### src/rtl/sync_fifo_pkg.sv
// Shared helpers for the parametrised FIFO: pointer width and parameter legality checks.
package sync_fifo_pkg;

    // Pointer width: address bits plus one wrap bit.
    function automatic int ptr_w(input int depth);
        return $clog2(depth) + 1;
    endfunction

    function automatic bit is_pow2(input int v);
        return (v > 0) && ((v & (v - 1)) == 0);
    endfunction

    // Legal combination: DEPTH a power of two >= 4, DATA_W >= 1,
    // 0 <= AE_LEVEL < AF_LEVEL <= DEPTH.
    function automatic bit params_ok(input int data_w, input int depth,
                                     input int af_level, input int ae_level);
        return (data_w >= 1) && (depth >= 4) && is_pow2(depth) &&
               (ae_level >= 0) && (ae_level < af_level) && (af_level <= depth);
    endfunction

endpackage

### src/rtl/sync_fifo_param_if.sv
// Producer/consumer-facing bundle of the FIFO. The FIFO takes the slave side;
// whatever drives requests takes the master side.
//
// Handshake: a write is accepted on a rising edge where wr=1 and full=0; a read
// is accepted on a rising edge where rd=1 and empty=0, with data_out/rd_valid
// presenting the word after that edge. Requests against full/empty are dropped
// and flagged by a one-cycle overflow/underflow pulse. clear flushes and
// overrides any request in the same cycle.
interface sync_fifo_param_if #(
    parameter int DATA_W = 8,
    parameter int DEPTH  = 32
) ();
    import sync_fifo_pkg::*;

    localparam int CW = ptr_w(DEPTH);

    logic              wr;
    logic [DATA_W-1:0] data_in;
    logic              rd;
    logic              clear;
    logic [DATA_W-1:0] data_out;
    logic              rd_valid;
    logic              full;
    logic              empty;
    logic              almost_full;
    logic              almost_empty;
    logic [CW-1:0]     count;
    logic              overflow;
    logic              underflow;

    modport master (
        output wr, data_in, rd, clear,
        input  data_out, rd_valid, full, empty, almost_full, almost_empty,
               count, overflow, underflow
    );

    modport slave (
        input  wr, data_in, rd, clear,
        output data_out, rd_valid, full, empty, almost_full, almost_empty,
               count, overflow, underflow
    );

endinterface

### src/rtl/sync_fifo_mem.sv
// Simple dual-port RAM: one write port, one registered read port, no reset.
// Kept separate so a vendor memory macro can be dropped in.
module sync_fifo_mem #(
    parameter int DATA_W = 8,
    parameter int DEPTH  = 32,
    parameter int AW     = $clog2(DEPTH)
) (
    input  logic              clk_i,
    input  logic              we_i,
    input  logic [AW-1:0]     wr_addr_i,
    input  logic [DATA_W-1:0] wr_data_i,
    input  logic              re_i,
    input  logic [AW-1:0]     rd_addr_i,
    output logic [DATA_W-1:0] rd_data_o
);

    logic [DATA_W-1:0] mem_q [DEPTH];
    logic [DATA_W-1:0] rd_data_q;

    // Write port.
    always_ff @(posedge clk_i) begin
        if (we_i) begin
            mem_q[wr_addr_i] <= wr_data_i;
        end
    end

    // Registered read port; holds its value when no read is enabled.
    always_ff @(posedge clk_i) begin
        if (re_i) begin
            rd_data_q <= mem_q[rd_addr_i];
        end
    end

    assign rd_data_o = rd_data_q;

endmodule

### src/rtl/sync_fifo_param.sv
// Parametrised single-clock FIFO: pointer/flag control around a swappable RAM.
// All DEPTH entries are usable thanks to an extra wrap bit on each pointer.
module sync_fifo_param
    import sync_fifo_pkg::*;
#(
    parameter int DATA_W   = 8,
    parameter int DEPTH    = 32,
    parameter int AF_LEVEL = DEPTH - 4,
    parameter int AE_LEVEL = 4
) (
    input  logic clock,
    input  logic rst,
    sync_fifo_param_if.slave bus
);

    localparam int AW = $clog2(DEPTH);
    localparam int PW = ptr_w(DEPTH);
    localparam logic [PW-1:0] AF_L = PW'(AF_LEVEL);
    localparam logic [PW-1:0] AE_L = PW'(AE_LEVEL);

    // Reject illegal parameter combinations at elaboration.
    if (!params_ok(DATA_W, DEPTH, AF_LEVEL, AE_LEVEL)) begin : g_param_check
        $fatal(1, "sync_fifo_param: illegal DATA_W/DEPTH/AF_LEVEL/AE_LEVEL combination");
    end

    logic [PW-1:0]     wr_ptr_q, wr_ptr_d;
    logic [PW-1:0]     rd_ptr_q, rd_ptr_d;
    logic              rd_valid_q, rd_valid_d;
    logic              overflow_q, overflow_d;
    logic              underflow_q, underflow_d;
    // Set by the first accepted read after reset; masks the unreset RAM
    // read register so data_out reads as zero until a real word arrives.
    logic              dout_seen_q, dout_seen_d;

    logic              full;
    logic              empty;
    logic [PW-1:0]     count;
    logic              wr_acc;
    logic              rd_acc;
    logic [DATA_W-1:0] mem_rd_data;

    // Status flags from registered pointers.
    assign count = wr_ptr_q - rd_ptr_q;
    assign empty = (wr_ptr_q == rd_ptr_q);
    assign full  = (wr_ptr_q[AW-1:0] == rd_ptr_q[AW-1:0]) &&
                   (wr_ptr_q[AW] != rd_ptr_q[AW]);

    // Accept decisions use start-of-cycle flags; reset and clear suppress both.
    assign wr_acc = rst && !bus.clear && bus.wr && !full;
    assign rd_acc = rst && !bus.clear && bus.rd && !empty;

    // Next-state for pointers, strobes and error pulses.
    always_comb begin
        wr_ptr_d    = wr_ptr_q;
        rd_ptr_d    = rd_ptr_q;
        rd_valid_d  = 1'b0;
        overflow_d  = 1'b0;
        underflow_d = 1'b0;
        dout_seen_d = dout_seen_q;
        if (bus.clear) begin
            wr_ptr_d = '0;
            rd_ptr_d = '0;
        end else begin
            if (wr_acc) begin
                wr_ptr_d = wr_ptr_q + 1'b1;
            end
            if (rd_acc) begin
                rd_ptr_d    = rd_ptr_q + 1'b1;
                rd_valid_d  = 1'b1;
                dout_seen_d = 1'b1;
            end
            overflow_d  = bus.wr && full;
            underflow_d = bus.rd && empty;
        end
    end

    // State registers with synchronous active-low reset.
    always_ff @(posedge clock) begin
        if (!rst) begin
            wr_ptr_q    <= '0;
            rd_ptr_q    <= '0;
            rd_valid_q  <= 1'b0;
            overflow_q  <= 1'b0;
            underflow_q <= 1'b0;
            dout_seen_q <= 1'b0;
        end else begin
            wr_ptr_q    <= wr_ptr_d;
            rd_ptr_q    <= rd_ptr_d;
            rd_valid_q  <= rd_valid_d;
            overflow_q  <= overflow_d;
            underflow_q <= underflow_d;
            dout_seen_q <= dout_seen_d;
        end
    end

    sync_fifo_mem #(
        .DATA_W (DATA_W),
        .DEPTH  (DEPTH),
        .AW     (AW)
    ) u_mem (
        .clk_i     (clock),
        .we_i      (wr_acc),
        .wr_addr_i (wr_ptr_q[AW-1:0]),
        .wr_data_i (bus.data_in),
        .re_i      (rd_acc),
        .rd_addr_i (rd_ptr_q[AW-1:0]),
        .rd_data_o (mem_rd_data)
    );

    assign bus.data_out     = dout_seen_q ? mem_rd_data : '0;
    assign bus.rd_valid     = rd_valid_q;
    assign bus.full         = full;
    assign bus.empty        = empty;
    assign bus.count        = count;
    assign bus.almost_full  = (count >= AF_L);
    assign bus.almost_empty = (count <= AE_L);
    assign bus.overflow     = overflow_q;
    assign bus.underflow    = underflow_q;

endmodule

### src/flat_wrapper.sv
// flat-port wrapper written by rule: the top's interface ports become plain ports
module sync_fifo_param_flat import sync_fifo_pkg::*;
#(
    parameter int DATA_W   = 8,
    parameter int DEPTH    = 32,
    parameter int AF_LEVEL = DEPTH - 4,
    parameter int AE_LEVEL = 4
)
  (clock, rst, bus_wr, bus_data_in, bus_rd, bus_clear, bus_data_out, bus_rd_valid, bus_full, bus_empty, bus_almost_full, bus_almost_empty, bus_count, bus_overflow, bus_underflow);
  sync_fifo_param_if #(.DATA_W(DATA_W), .DEPTH(DEPTH)) bus_i ();
  input  logic clock;
  input  logic rst;
  input wire logic [$bits(bus_i.wr)-1:0] bus_wr;
  input wire logic [$bits(bus_i.data_in)-1:0] bus_data_in;
  input wire logic [$bits(bus_i.rd)-1:0] bus_rd;
  input wire logic [$bits(bus_i.clear)-1:0] bus_clear;
  output wire logic [$bits(bus_i.data_out)-1:0] bus_data_out;
  output wire logic [$bits(bus_i.rd_valid)-1:0] bus_rd_valid;
  output wire logic [$bits(bus_i.full)-1:0] bus_full;
  output wire logic [$bits(bus_i.empty)-1:0] bus_empty;
  output wire logic [$bits(bus_i.almost_full)-1:0] bus_almost_full;
  output wire logic [$bits(bus_i.almost_empty)-1:0] bus_almost_empty;
  output wire logic [$bits(bus_i.count)-1:0] bus_count;
  output wire logic [$bits(bus_i.overflow)-1:0] bus_overflow;
  output wire logic [$bits(bus_i.underflow)-1:0] bus_underflow;
  assign bus_i.wr = bus_wr;
  assign bus_i.data_in = bus_data_in;
  assign bus_i.rd = bus_rd;
  assign bus_i.clear = bus_clear;
  assign bus_data_out = bus_i.data_out;
  assign bus_rd_valid = bus_i.rd_valid;
  assign bus_full = bus_i.full;
  assign bus_empty = bus_i.empty;
  assign bus_almost_full = bus_i.almost_full;
  assign bus_almost_empty = bus_i.almost_empty;
  assign bus_count = bus_i.count;
  assign bus_overflow = bus_i.overflow;
  assign bus_underflow = bus_i.underflow;
  sync_fifo_param #(.DATA_W(DATA_W), .DEPTH(DEPTH), .AF_LEVEL(AF_LEVEL), .AE_LEVEL(AE_LEVEL)) u_core (.clock(clock), .rst(rst), .bus(bus_i));
endmodule
### config.mk
export PLATFORM = sky130hd
export DESIGN_NAME = sync_fifo_param_flat
export DESIGN_NICKNAME = d
export VERILOG_FILES = /design/src/rtl/sync_fifo_pkg.sv /design/src/rtl/sync_fifo_param_if.sv /design/src/rtl/sync_fifo_mem.sv /design/src/rtl/sync_fifo_param.sv /design/src/flat_wrapper.sv
export SDC_FILE = /design/constraint.sdc
export NUM_CORES = 1
export LEC_CHECK = 0
export BUFFER_PORTS_ARGS = -buffer_cell sky130_fd_sc_hd__buf_2
export CORE_MARGIN = 3
export CORE_UTILIZATION = 55
export CTS_BUF_LIST = sky130_fd_sc_hd__clkbuf_16
export DETAILED_ROUTE_END_ITERATION = 16
export PLACE_DENSITY = 0.83
export SLEW_MARGIN = 15
export SYNTH_ARGS = -nofsm -noshare
export SYNTH_HDL_FRONTEND = slang
export SYNTH_SLANG_ARGS = --single-unit
### constraint.sdc
create_clock -name clock -period 3.25 [get_ports clock]
set_input_delay 0.65 -clock clock [delete_from_list [all_inputs] [get_ports clock]]
set_output_delay 0.65 -clock clock [all_outputs]
set_load 0.01 [all_outputs]
=== Word level (Yosys, flattened, before mapping) ===
Memories as Yosys holds them, arrays and structs flattened. A register that Yosys moved wholly into a read port is not among the register bits.
Cells that the tools add are included.

* Bits in registers: 16
* RAM bits: 256
* Input bits: 13
* Output and inout bits: 21
* Word-level logic and storage cells: 34
* Memories kept: 1

* Add/sub/neg operators: 3
* Magnitude comparators: 2
* Eq/ne operators: 3
* Muxes and demuxes: 4
* Bitwise gates (word level): 2
* Reduce and logical (&&, ||, !) cells: 13

{| class="wikitable"
|+ Memory list
! memory !! depth !! width !! rd ports !! clocked after Yosys merged registers in !! wr ports !! line !! text
|-
| u_core.u_mem.mem_q || 32 || 8 || 1 || 1 || 1 || sync_fifo_mem.sv:17 || <nowiki>logic [DATA_W-1:0] mem_q [DEPTH];</nowiki>
|}

{| class="wikitable"
|+ Operators by type and width
! kind !! number
|-
| 6-bit by 1-bit adder with 6-bit output, second input constant || 2
|-
| 1-bit logical AND || 8
|-
| 8-bit 2-to-1 mux || 1
|-
| 6-bit equality test || 1
|-
| 6-bit by 5-bit >= comparator with 1-bit output, second input constant || 1
|-
| 6-bit by 3-bit <= comparator with 1-bit output, second input constant || 1
|-
| 6-bit subtractor || 1
|-
| 5-bit equality test || 1
|-
| 1-bit zero test || 3
|-
| 1-bit 2-to-1 mux || 3
|-
| 1-bit inverter || 2
|-
| 2-bit AND reduction || 1
|-
| 2-bit OR reduction || 1
|-
| 1-bit != test || 1
|}

=== Longest topological paths before layout ===
Gate-level depths: netlist of the first run.

* Word-level depth: 6
* Depth in mapped cells: 10
* Gate-level depth less buffers: 8

=== Modules after synthesis ===
Synthesis of the first run repeated with hierarchy kept, for this count alone.

* Cell total of the unflattened synthesis: 536
* Area, all modules: 11167.0 um^2

{| class="wikitable"
|+ By module, submodules not included
! module !! times used !! cells each !! area each (um^2)
|-
| sync_fifo_mem || 1 || 417 || 10133.5
|-
| sync_fifo_param || 1 || 119 || 1033.5
|}

=== Worst setup path after synthesis of the first run ===
Ideal clock, no wire load.

* Path kind: reg-to-output
* Start: register u_core.rd_ptr_q[2]
* End: output bus_almost_empty
* Arrival: 2.306 ns
* Required time: 2.600 ns
* Slack: 0.294 ns
* Stages on the path, launching flop included: 10
* Cells stage by stage: dfxtp_1 > buf_2 > buf_2 > inv_1 > ha_1 > o21ai_0 > a21oi_1 > nor4_1 > a311o_1 > nor4b_2

* Longest elaborated chain between the ends: 2

{| class="wikitable"
|+ Ends and longest elaborated chain
! what !! line !! text
|-
| start, declared || sync_fifo_param.sv:27 || <nowiki>logic [PW-1:0] rd_ptr_q, rd_ptr_d;</nowiki>
|-
| start signal, assigned || sync_fifo_param.sv:88 || <nowiki>rd_ptr_q <= rd_ptr_d;</nowiki>
|-
| 6-bit subtractor || sync_fifo_param.sv:43 || <nowiki>assign count = wr_ptr_q - rd_ptr_q;</nowiki>
|-
| via bus_count[5] || flat_wrapper.sv:23 || <nowiki>output wire logic [$bits(bus_i.count)-1:0] bus_count;</nowiki>
|-
| 6-bit by 3-bit <= comparator with 1-bit output || sync_fifo_param.sv:116 || <nowiki>assign bus.almost_empty = (count <= AE_L);</nowiki>
|-
| end, declared || flat_wrapper.sv:22 || <nowiki>output wire logic [$bits(bus_i.almost_empty)-1:0] bus_almost_empty;</nowiki>
|}

The timed path passes the listed nets, and every way through them passes these cells.

=== Worst setup path after layout of the first run ===
* Start: register u_core.wr_ptr_q[0]
* End: output bus_almost_empty

* Longest elaborated chain between the ends: 2

{| class="wikitable"
|+ Ends and longest elaborated chain
! what !! line !! text
|-
| start, declared || sync_fifo_param.sv:26 || <nowiki>logic [PW-1:0] wr_ptr_q, wr_ptr_d;</nowiki>
|-
| start signal, assigned || sync_fifo_param.sv:87 || <nowiki>wr_ptr_q <= wr_ptr_d;</nowiki>
|-
| 6-bit subtractor || sync_fifo_param.sv:43 ||
|-
| 6-bit by 3-bit <= comparator with 1-bit output || sync_fifo_param.sv:116 ||
|}

Every way passes these cells.

==> key figures, run 1 <==
Route
  • Initial drt markers: 637
  • Antenna-violating nets left: 0
  • DRT Pass-1 Iters: 4
  • Total vias in the final route: 6013
  • Routed wire length: 24040 um
  • Routed len/inst: 25.38 um
  • Avg Vias per Cell: 6.350
  • Post-route DRC violation count: 0

STA
  • Fin Clk Skew: 11.60 ps
  • Period minus WS final: 3128 ps
  • Final Hold Viols: 0
  • # setup viols final: 0
  • Crit share post-route: 96.24%
  • F_max: 319.7 MHz
  • Max_slew headroom: 46.63%
  • Worst Tran Pin Value: 797.6 ps
  • Total negative slack: 0 ps
  • Final WS setup: 122.2 ps
  • Slew Viols, Final: 0

CTS
  • CTS sink cnt: 280
  • CTS tree: done
  • Skew-Pair Late Insertion Delay: 520 ps
  • H-tree depth reported by CTS: 1
  • CTS max path bufs: 3
  • CTS buffer count: 27
  • Clock Tree Root: clkbuf_16
  • Worst-path clk slew: 60 ps

Critical path
  • Critical Path RT: 2600 ps
  • Crit path buf inv count: 3
  • Startpoint Class: flop
  • Critical path class: reg -> out
  • Worst Path Max Fanout: 5
  • Crit-path leading delay family: adder cells
  • CP cell instances: inv_2 -> ha_1 -> inv_1 -> fa_1 -> a21o_1 -> a21oi_2 -> xnor2_2 -> nor4b_2 -> buf_2
  • Reg-to-Reg Start: u_core.wr_ptr_q[3]
  • Worst setup EP type: primary output
  • Worst path slowest cell: fa_1
  • Worst Setup SP: u_core.wr_ptr_q[0]
  • Crit-path max cell delay: 410 ps
  • Critical path arrival: 2480 ps

Synthesis
  • Synth cell types: 52
  • Commonest cells in the synthesized netlist: 264 x edfxtp_1, 49 x nor2_1, 37 x mux4_2
  • Ys async rst share: 0%
  • Most common cell in the netlist: edfxtp_1
  • Ys Warns: 0
  • Synthesized area: 11220 um2
  • Syn nets: 618
  • Sequential share of the synthesized area: 73.48%
  • Number of synthesized register bits: 280
  • Top-area cell type share of the netlist area: 70.63%
  • Cells after Synth: 594
  • Most used DFF post-synth: edfxtp_1
  • Post-synth EDFFs: 264
  • Largest cells by area after synthesis: edfxtp_1 71%, mux4_2 7.4%, mux2i_1 2.9%
  • Post-synthesis average cell area: 18.90 um2
  • Most area-hungry cell type in the Yosys netlist: edfxtp_1

Flow run
  • Max-Cap Viols: 0

Floorplan
  • Initial Utilization: 56.74%
  • Core box area: 19780 um2
  • Row cnt: 51
  • Chip height: 148.9 um
  • IO Pins: 34
  • Die Span X: 148.9 um
  • Die area: 22160 um2

GRT
  • Met2 Use GR: 36.39%
  • GR Layer Usage met3: 3.525%
  • GRT Overall Usage: 22.28%
  • Initial antenna violation count: 0
  • Largest net degree at the start of global routing: 63
  • Gr ovfl total: 0
  • Number of global-route vias before repair: 6106
  • Met1 GRT Util: 31.45%
  • GRT busiest layer: met2
  • Global-route wire length before repair: 37360 um

Placement
  • DP HPWL: 14620 um
  • IO Port Bufs: 33
  • RePlAce Congestion: 0.9415
  • Post-placement setup slack: 402.3 ps
  • DP Area: 11820 um2

Run status
  • Status: completed

Power
  • Max VDD drop: 0.0005031 V
  • Total power: 0.007406 W
  • Leak pwr: 4.118 nW
  • Power Dens Cells: 577.1 nW/um2

Layout
  • ANT cells: 0
  • Share of cells above drive strength 1: 25.51%
  • Nets: 688
  • Fillers: 1278
  • Design Area, Final: 12830 um2
  • Syn-to-layout area delta: 14.32%

Worst hold path
  • Hold WC Path Type: in -> reg
  • Min-delay src: rst
-- per-layer routing --
layer | share of wire (%) | vias up
li1 | - | 2543
met1 | 39 | 3072
met2 | 50 | 340
met3 | 7.5 | 58
met4 | 3.4 | 0
met5 | 0 | -
-- where the power goes --
group | switching (W) | internal [W] | total (W)
Sequential | 0.00000421 | 0.00395 | 0.00395
Clock | 0.00127 | 0.00206 | 0.00333
Combinational | 0.0000922 | 0.0000330 | 0.000125
-- area by class of cell --
type | count | area [um2] | share of cell area (%)
clock inverters | 20 | 279.0 | 2.174
well taps | 265 | 331.6 | 2.584
clock buffers | 27 | 675.6 | 5.265
flip-flops and latches | 280 | 8255 | 64.33
repair buffers | 70 | 455.4 | 3.549
multi-input cells | 275 | 2798 | 21.80
inverters | 10 | 37.54 | 0.2925
-- layout by cell type, fill, tap and decap left out, drive strengths merged, types with 5 or more instances in the layout --
cell,n
edfxtp,264
nand2,12
nand4,5
nand3b,5
o22ai,7
and2,9
nor2,49
xor2,6
buf,70
dfxtp,16
bufinv,7
xnor2,7
mux2i,33
clkinv,9
clkbuf,27
mux4,48
a22o,8
ha,10
a22oi,8
o221ai,8
a21oi,18
inv,12
a2111oi,7
-- state kept, by name, indices dropped and copies added (netlist names) --
signal,count
u_core.bus.overflow,1
u_core.bus.rd_valid,1
u_core.bus.underflow,1
u_core.dout_seen_q,1
u_core.rd_ptr_q,6
u_core.u_mem.mem_q,256
u_core.u_mem.rd_data_o,8
u_core.wr_ptr_q,6
-- per-stage QoR --
stage               hold slack, ps  util (%)  std cells
global route                 399.9     64.87        947
detailed placement           545.2     59.77        899
finish                       412.3     64.87        947
CTS                          393.7     64.64        946
floorplan                    525.6         -        594
global placement             519.8     59.77        899
-- worst paths after layout --
path                                                   to  slack, ps  cells past startpoint
worst max-delay path                     bus_almost_empty        120                      9
worst min-delay path                   u_core.dout_seen_q        410                      2
worst max register to register  u_core.u_mem.mem_q[29][2]        440                      5
worst min register to register         u_core.wr_ptr_q[2]        550                      2
-- cell families (layout without fill, tap and decap cells) --
logic type               count (synthesis)  in the layout  share of synthesized area [%]
AO/OA/AOI/OAI                           72             72                          4.949
XOR/XNOR                                13             13                          1.081
adder cells (fa/ha/maj)                 11             11                          1.293
buffers and inverters                   39            127                          1.973
flip-flops                             280            280                          73.48
multiplexers                            82             82                          13.04
AND/OR/NAND/NOR                         97             97                          4.180
-- what timing repair did --
| action | 4_1_cts | 5_1_grt |
|---|---|---|
| buffers inserted | 0 | 1 |
| pin swaps | 0 | 1 |
| setup endpoints to repair | 2 | 2 |
| hold buffers | 0 | 0 |
| cloned | 0 | 0 |
| gates resized for setup | 5 | 9 |
(Power assumes the default switching activity.)
==> inputs of run 2 (changes only) <==
--- a/config.mk
+++ b/config.mk
@@ -14,4 +14,5 @@
 export SLEW_MARGIN = 15
 export SYNTH_ARGS = -nofsm -noshare
 export SYNTH_HDL_FRONTEND = slang
+export SYNTH_HIERARCHICAL = 1
 export SYNTH_SLANG_ARGS = --single-unit
==> key figures, run 2 <==
STA
  • Slew Viols, Final: 0
  • Period minus WS final: 3192 ps
  • Final Hold Viols: 0
  • RSZ-0062 raised after global routing: true
  • Worst Hold Slack: 369.0 ps
  • Fin Clk Skew: 13.03 ps
  • Final WS setup: 58.08 ps
  • F_max: 313.3 MHz
  • # setup viols final: 0
  • Max_slew headroom: 34.62%
  • Crit share post-route: 98.21%
  • Worst Tran Pin Value: 980.6 ps

Critical path
  • R2r endpoint: u_core/u_mem/mem_q[4][4]
  • Worst setup EP type: primary output
  • Critical path class: reg -> out
  • Startpoint Class: flop
  • Reg-to-Reg Start: u_core/wr_ptr_q[1]
  • Worst Path Max Fanout: 7
  • Critical Path RT: 2600 ps
  • Worst Setup SP: u_core/wr_ptr_q[0]
  • Reg2reg setup slack: 240 ps
  • R2r worst-path depth: 6
  • Critical path arrival: 2540 ps

Power
  • Max VDD drop: 0.0004272 V
  • Leak pwr: 4.028 nW
  • Power Dens Cells: 572.8 nW/um2

Synthesis
  • Post-synth EDFFs: 264
  • Most common cell in the netlist: edfxtp_1
  • Most used DFF post-synth: edfxtp_1
  • Largest cells by area after synthesis: edfxtp_1 71%, mux4_2 16%, dfxtp_1 2.9%
  • Top-area cell type share of the netlist area: 70.99%
  • Syn nets: 557
  • Sequential share of the synthesized area: 73.86%
  • Synth cell types: 40
  • Post-synthesis average cell area: 20.83 um2
  • Ys Warns: 6
  • Ys async rst share: 0%
  • Synthesized area: 11170 um2
  • Commonest cells in the synthesized netlist: 264 x edfxtp_1, 80 x mux4_2, 44 x nor2_1
  • Number of synthesized register bits: 280
  • Cells after Synth: 536
  • Most area-hungry cell type in the Yosys netlist: edfxtp_1

GRT
  • Initial antenna violation count: 0
  • Global-route wire length before repair: 36120 um
  • Number of global-route vias before repair: 5744
  • Largest net degree at the start of global routing: 68
  • GRT Overall Usage: 22.20%
  • Gr ovfl total: 0

Placement
  • DP HPWL: 14140 um
  • IO Port Bufs: 33
  • Post-placement setup slack: 178.8 ps
  • RePlAce Congestion: 0.8569

CTS
  • Post-CTS setup buffers: 0
  • Post-CTS Resized: 2
  • CTS max path bufs: 3
  • Worst-path clk slew: 60 ps
  • CTS sink cnt: 280
  • Skew-Pair Late Insertion Delay: 540 ps
  • CTS buffer count: 27
  • CTS tree: done
  • H-tree depth reported by CTS: 1
  • Clock Tree Root: clkbuf_16
  • Hold buffers post-CTS: 0

Route
  • Routed len/inst: 26.38 um
  • Antenna-violating nets left: 0
  • Avg Vias per Cell: 6.291
  • Post-route DRC violation count: 0
  • Routed wire length: 23610 um
  • Total vias in the final route: 5630
  • Initial drt markers: 660
  • DRT Pass-1 Iters: 5

Floorplan
  • Core box area: 19720 um2
  • Chip height: 148.5 um
  • Initial Utilization: 56.63%
  • IO Pins: 34
  • Die area: 22050 um2
  • Row cnt: 51
  • Die Span X: 148.5 um

Layout
  • Largest register FFs: 256
  • Syn-to-layout area delta: 14.14%
  • Largest register by flop count: u_core/u_mem/mem_q
  • Nets: 630
  • Share of cells above drive strength 1: 34.29%
  • ANT cells: 0
  • Most common cell after layout, fill and taps aside: edfxtp_1
  • Commonest cells after routing, fill and taps aside: 264 x edfxtp_1, 80 x mux4_2, 42 x nor2_1

Worst hold path
  • Min-delay src: bus_wr
  • Hold WC Path Type: in -> reg
  • Worst Hold Depth: 2
  • Hold Path Sink: u_core/bus.overflow

Flow run
  • Max-Cap Viols: 0

Run status
  • Status: completed
==> run 2: cell count changes in the layout (fill, tap and decap cells not counted), sizes merged, moves of 5 or more <==
cell and delta:
a2111oi -6, nand3 +5, a22o -8, o221ai -8, mux2i -33, a22oi -8, nor2 -5, o22ai -7
mux4 +32, mux2 +7, a21oi -14
==> run 2: how the worst max path moves through the flow <==
stage,to,slack (ps),cells after the start
floorplan,u_core/u_mem/mem_q[0][0],280,9
global placement,u_core/u_mem/mem_q[28][4],320,7
detailed placement,u_core/u_mem/mem_q[4][4],180,6
CTS,bus_almost_empty,9,8
global route,bus_almost_full,-80,9
finish,bus_almost_full,60,9
==> run 2: final cells by class <==
type | instances | area (um2)
Timing Repair Buffer | 67 | 432.9
Multi-Input combinational cell | 222 | 2766
Tap cell | 265 | 331.6
Inverter | 11 | 41.29
Clock inverter | 23 | 244.0
Clock buffer | 27 | 675.6
Fill cell | 1220 | 6972
Sequential cell | 280 | 8254
==> run 2: kinds of logic (layout without fill, tap and decap cells) <==
kind of cell / after synthesis / in the layout / synth area share (%)
buffers and inverters: 34 / 128 / 1.557
flip-flops: 280 / 280 / 73.86
adder cells (fa/ha/maj): 8 / 8 / 0.9636
AND/OR/NAND/NOR: 95 / 95 / 4.314
AO/OA/AOI/OAI: 20 / 20 / 1.434
multiplexers: 88 / 88 / 16.94
XOR/XNOR: 11 / 11 / 0.9301
==> run 2: critical path: stages, from the launching register on <==
cell and delay, ps:
dfxtp_2 390, inv_1 90, ha_1 240, fa_2 380, nor2b_1 150, o21ai_0 100
nand2b_1 120, xor2_2 230, a31o_1 180, buf_2 120
==> run 2: layer usage <==
layer | up-vias | share of wire [%] | global-route usage (%)
li1 | 2337 | - | -
met1 | 2914 | 39 | 32.39
met2 | 326 | 49 | 35.39
met3 | 53 | 9.7 | 4.235
met4 | 0 | 2.4 | 5.774
met5 | - | 0 | 0
==> run 2: report_power, final <==
group | total, W | switching, W | internal [W] | leakage (nW)
registers | 0.00395 | 0.00000398 | 0.00395 | 2.50
logic | 0.000126 | 0.0000918 | 0.0000343 | 1.07
clock network | 0.00322 | 0.00131 | 0.00191 | 0.456
==> run 2: stage by stage <==
stage                     TNS [ps]  utilization [%]  area, um2  std cells  power [W]
after floorplan                  0                -      11170        536   0.004075
after global placement           0            59.86      11800        845   0.004145
after detailed placement         0            59.86      11800        845   0.004152
after CTS                        0            64.57      12730        895   0.007346
after global routing        -81.05            64.64      12750        895   0.007500
final                            0            64.64      12750        895   0.007301
==> inputs of run 3 (changes only) <==
--- a/config.mk
+++ b/config.mk
@@ -8,9 +8,8 @@
 export BUFFER_PORTS_ARGS = -buffer_cell sky130_fd_sc_hd__buf_2
 export CORE_MARGIN = 3
 export CORE_UTILIZATION = 55
-export CTS_BUF_LIST = sky130_fd_sc_hd__clkbuf_16
 export DETAILED_ROUTE_END_ITERATION = 16
-export PLACE_DENSITY = 0.83
+export PLACE_DENSITY_LB_ADDON = 0.08
 export SLEW_MARGIN = 15
 export SYNTH_ARGS = -nofsm -noshare
 export SYNTH_HDL_FRONTEND = slang
==> key figures, run 3 (same netlist as run 2, synthesis figures left out) <==
GRT
  • Gr ovfl total: 0
  • Largest net degree at the start of global routing: 67
  • Initial antenna violation count: 0
  • Global-route wire length before repair: 34530 um
  • Number of global-route vias before repair: 5525
  • GRT Overall Usage: 21.24%

Floorplan
  • Row cnt: 51
  • Initial Utilization: 56.63%
  • Die Span X: 148.5 um
  • Die area: 22050 um2
  • IO Pins: 34
  • Core box area: 19720 um2
  • Chip height: 148.5 um

Route
  • Avg Vias per Cell: 5.979
  • Initial drt markers: 452
  • Routed len/inst: 25.01 um
  • Routed wire length: 22610 um
  • Total vias in the final route: 5405
  • Routed wl met2: 10390 um
  • DR WL met3: 1436 um
  • Post-route DRC violation count: 0
  • Antenna-violating nets left: 0
  • Max layer used: met4
  • DRT Pass-1 Iters: 5
  • WL met1: 10260 um

STA
  • Total negative slack: 0 ps
  • Final Hold Viols: 0
  • # setup viols final: 0
  • Worst Tran Pin Value: 983.2 ps
  • Fin Clk Skew: 17.20 ps
  • Slew Viols, Final: 0
  • Crit share post-route: 96.51%
  • F_max: 318.8 MHz
  • Period minus WS final: 3137 ps
  • Max_slew headroom: 34.46%
  • RSZ-0062 raised after global routing: false

Layout
  • Nets: 638
  • Design Area, Final: 12830 um2
  • Syn-to-layout area delta: 14.91%
  • Largest register FFs: 256
  • Share of cells above drive strength 1: 35.21%
  • Commonest cells after routing, fill and taps aside: 264 x edfxtp_1, 80 x mux4_2, 44 x nor2_1
  • Fillers: 1347
  • ANT cells: 0
  • Largest register by flop count: u_core/u_mem/mem_q
  • Most common cell after layout, fill and taps aside: edfxtp_1
  • Finished Layout Cells: 904

CTS
  • CTS sink cnt: 280
  • H-tree depth reported by CTS: 1
  • CTS tree: done
  • Worst-path clk slew: 60 ps
  • CTS max path bufs: 3
  • Post-CTS setup buffers: 0
  • Clock Tree Root: clkbuf_16
  • CTS buffer count: 29
  • Skew-Pair Late Insertion Delay: 540 ps

Critical path
  • Critical path arrival: 2490 ps
  • Critical Path RT: 2600 ps
  • Crit path buf inv count: 1
  • CP cell instances: ha_1 -> o21ai_0 -> a21oi_1 -> nor4_1 -> a311o_1 -> a2111oi_4 -> buf_2
  • Crit-path leading delay family: compound AO/OA/AOI/OAI gates
  • Crit-path max cell delay: 380 ps
  • Reg-to-Reg Start: u_core/rd_ptr_q[1]
  • Worst path slowest cell: dfxtp_2
  • Worst Setup SP: u_core/wr_ptr_q[3]
  • Critical path class: reg -> out
  • Worst Path Max Fanout: 13
  • Worst setup EP type: primary output
  • Startpoint Class: flop

Power
  • Combinational Power Share: 1.7%
  • P_int: 0.005927 W
  • Max VDD drop: 0.0004551 V
  • Switching pwr: 0.001388 W
  • Clock share of power: 44.3%
  • Leak pwr: 4.079 nW
  • Total power: 0.007316 W
  • Power Dens Cells: 570.1 nW/um2
  • Sw Ratio: 18.98%
  • Sequential power share: 54.0%

Placement
  • RePlAce Congestion: 0.7963
  • IO Port Bufs: 33
  • DP Area: 11850 um2
  • Placed Cells: 851
  • DP HPWL: 14140 um

Flow run
  • Max-Cap Viols: 0

Worst hold path
  • Min-delay src: rst
  • Hold WC Path Type: in -> reg

Run status
  • Status: completed
run 3: changes by cell type in the layout (fill, tap and decap cells not counted), moves of 3 or more:
cell,previous run,this run
clkbuf_1,0,5
clkinvlp_4,4,0
inv_1,15,11
clkinv_2,5,9
buf_4,33,39
dfxtp_1,13,10
run 3: metal layers:
| metal | global-route usage (%) | up-vias |
|---|---|---|
| li1 | - | 2359 |
| met1 | 33.71 | 2816 |
| met2 | 31.58 | 194 |
| met3 | 3.413 | 36 |
| met4 | 5.358 | 0 |
| met5 | 0 | - |
run 3: final timing paths:
check	to	slack, ps	cells past startpoint
max	bus_almost_empty	110	7
min	u_core/dout_seen_q	360	2
max reg2reg	u_core/u_mem/mem_q[20][5]	390	8
min reg2reg	u_core/rd_ptr_q[1]	540	2
run 3: power by group through the flow:
stage | Clock (W) | Combinational (W) | Sequential (W)
3_5_place_dp | 0 | 0.000128 | 0.00403
6_report | 0.00324 | 0.000126 | 0.00395
4_1_cts | 0.00330 | 0.000128 | 0.00395
2_1_floorplan | 0 | 0.0000472 | 0.00403
3_3_place_gp | 0 | 0.000124 | 0.00403
5_1_grt | 0.00346 | 0.000139 | 0.00395
run 3: cell type report:
class / instances / area (um2) / area share [%]
sequential: 280 / 8260 / 64.37
tap: 265 / 331.6 / 2.584
clock buffer: 34 / 744.5 / 5.801
inverter: 11 / 41.29 / 0.3218
timing repair buffer: 73 / 478.0 / 3.725
clock inverter: 19 / 192.7 / 1.502
multi-input combinational: 222 / 2784 / 21.69
run 3: metrics by stage:
| stage | utilization (%) | setup slack, ps | hold WS, ps |
|---|---|---|---|
| final | 65.08 | 113.4 | 355.4 |
| after global routing | 65.08 | 6.676 | 344.9 |
| after CTS | 64.90 | 1.053 | 337.6 |
| after detailed placement | 60.09 | 259.0 | 529.5 |
| after global placement | 60.09 | 387.2 | 509.2 |
| after floorplan | - | 281.0 | 462.9 |
run 3: worst register-to-register path: cells and delay by family, from the launching register on:
family                   cells  cell delay (ps)
adder cells (fa/ha/maj)      1              290
AND/OR/NAND/NOR              4             1320
buffers and inverters        2              260
flip-flops                   1              380
AO/OA/AOI/OAI                1              320
run 3: timing repair:
item,4_1_cts,5_1_grt
gates cloned,0,0
endpoints found under the hold margin,0,0
endpoints found under the setup margin,3,2
pin swaps,0,2
hold buffers,0,0
gates resized for setup,3,9
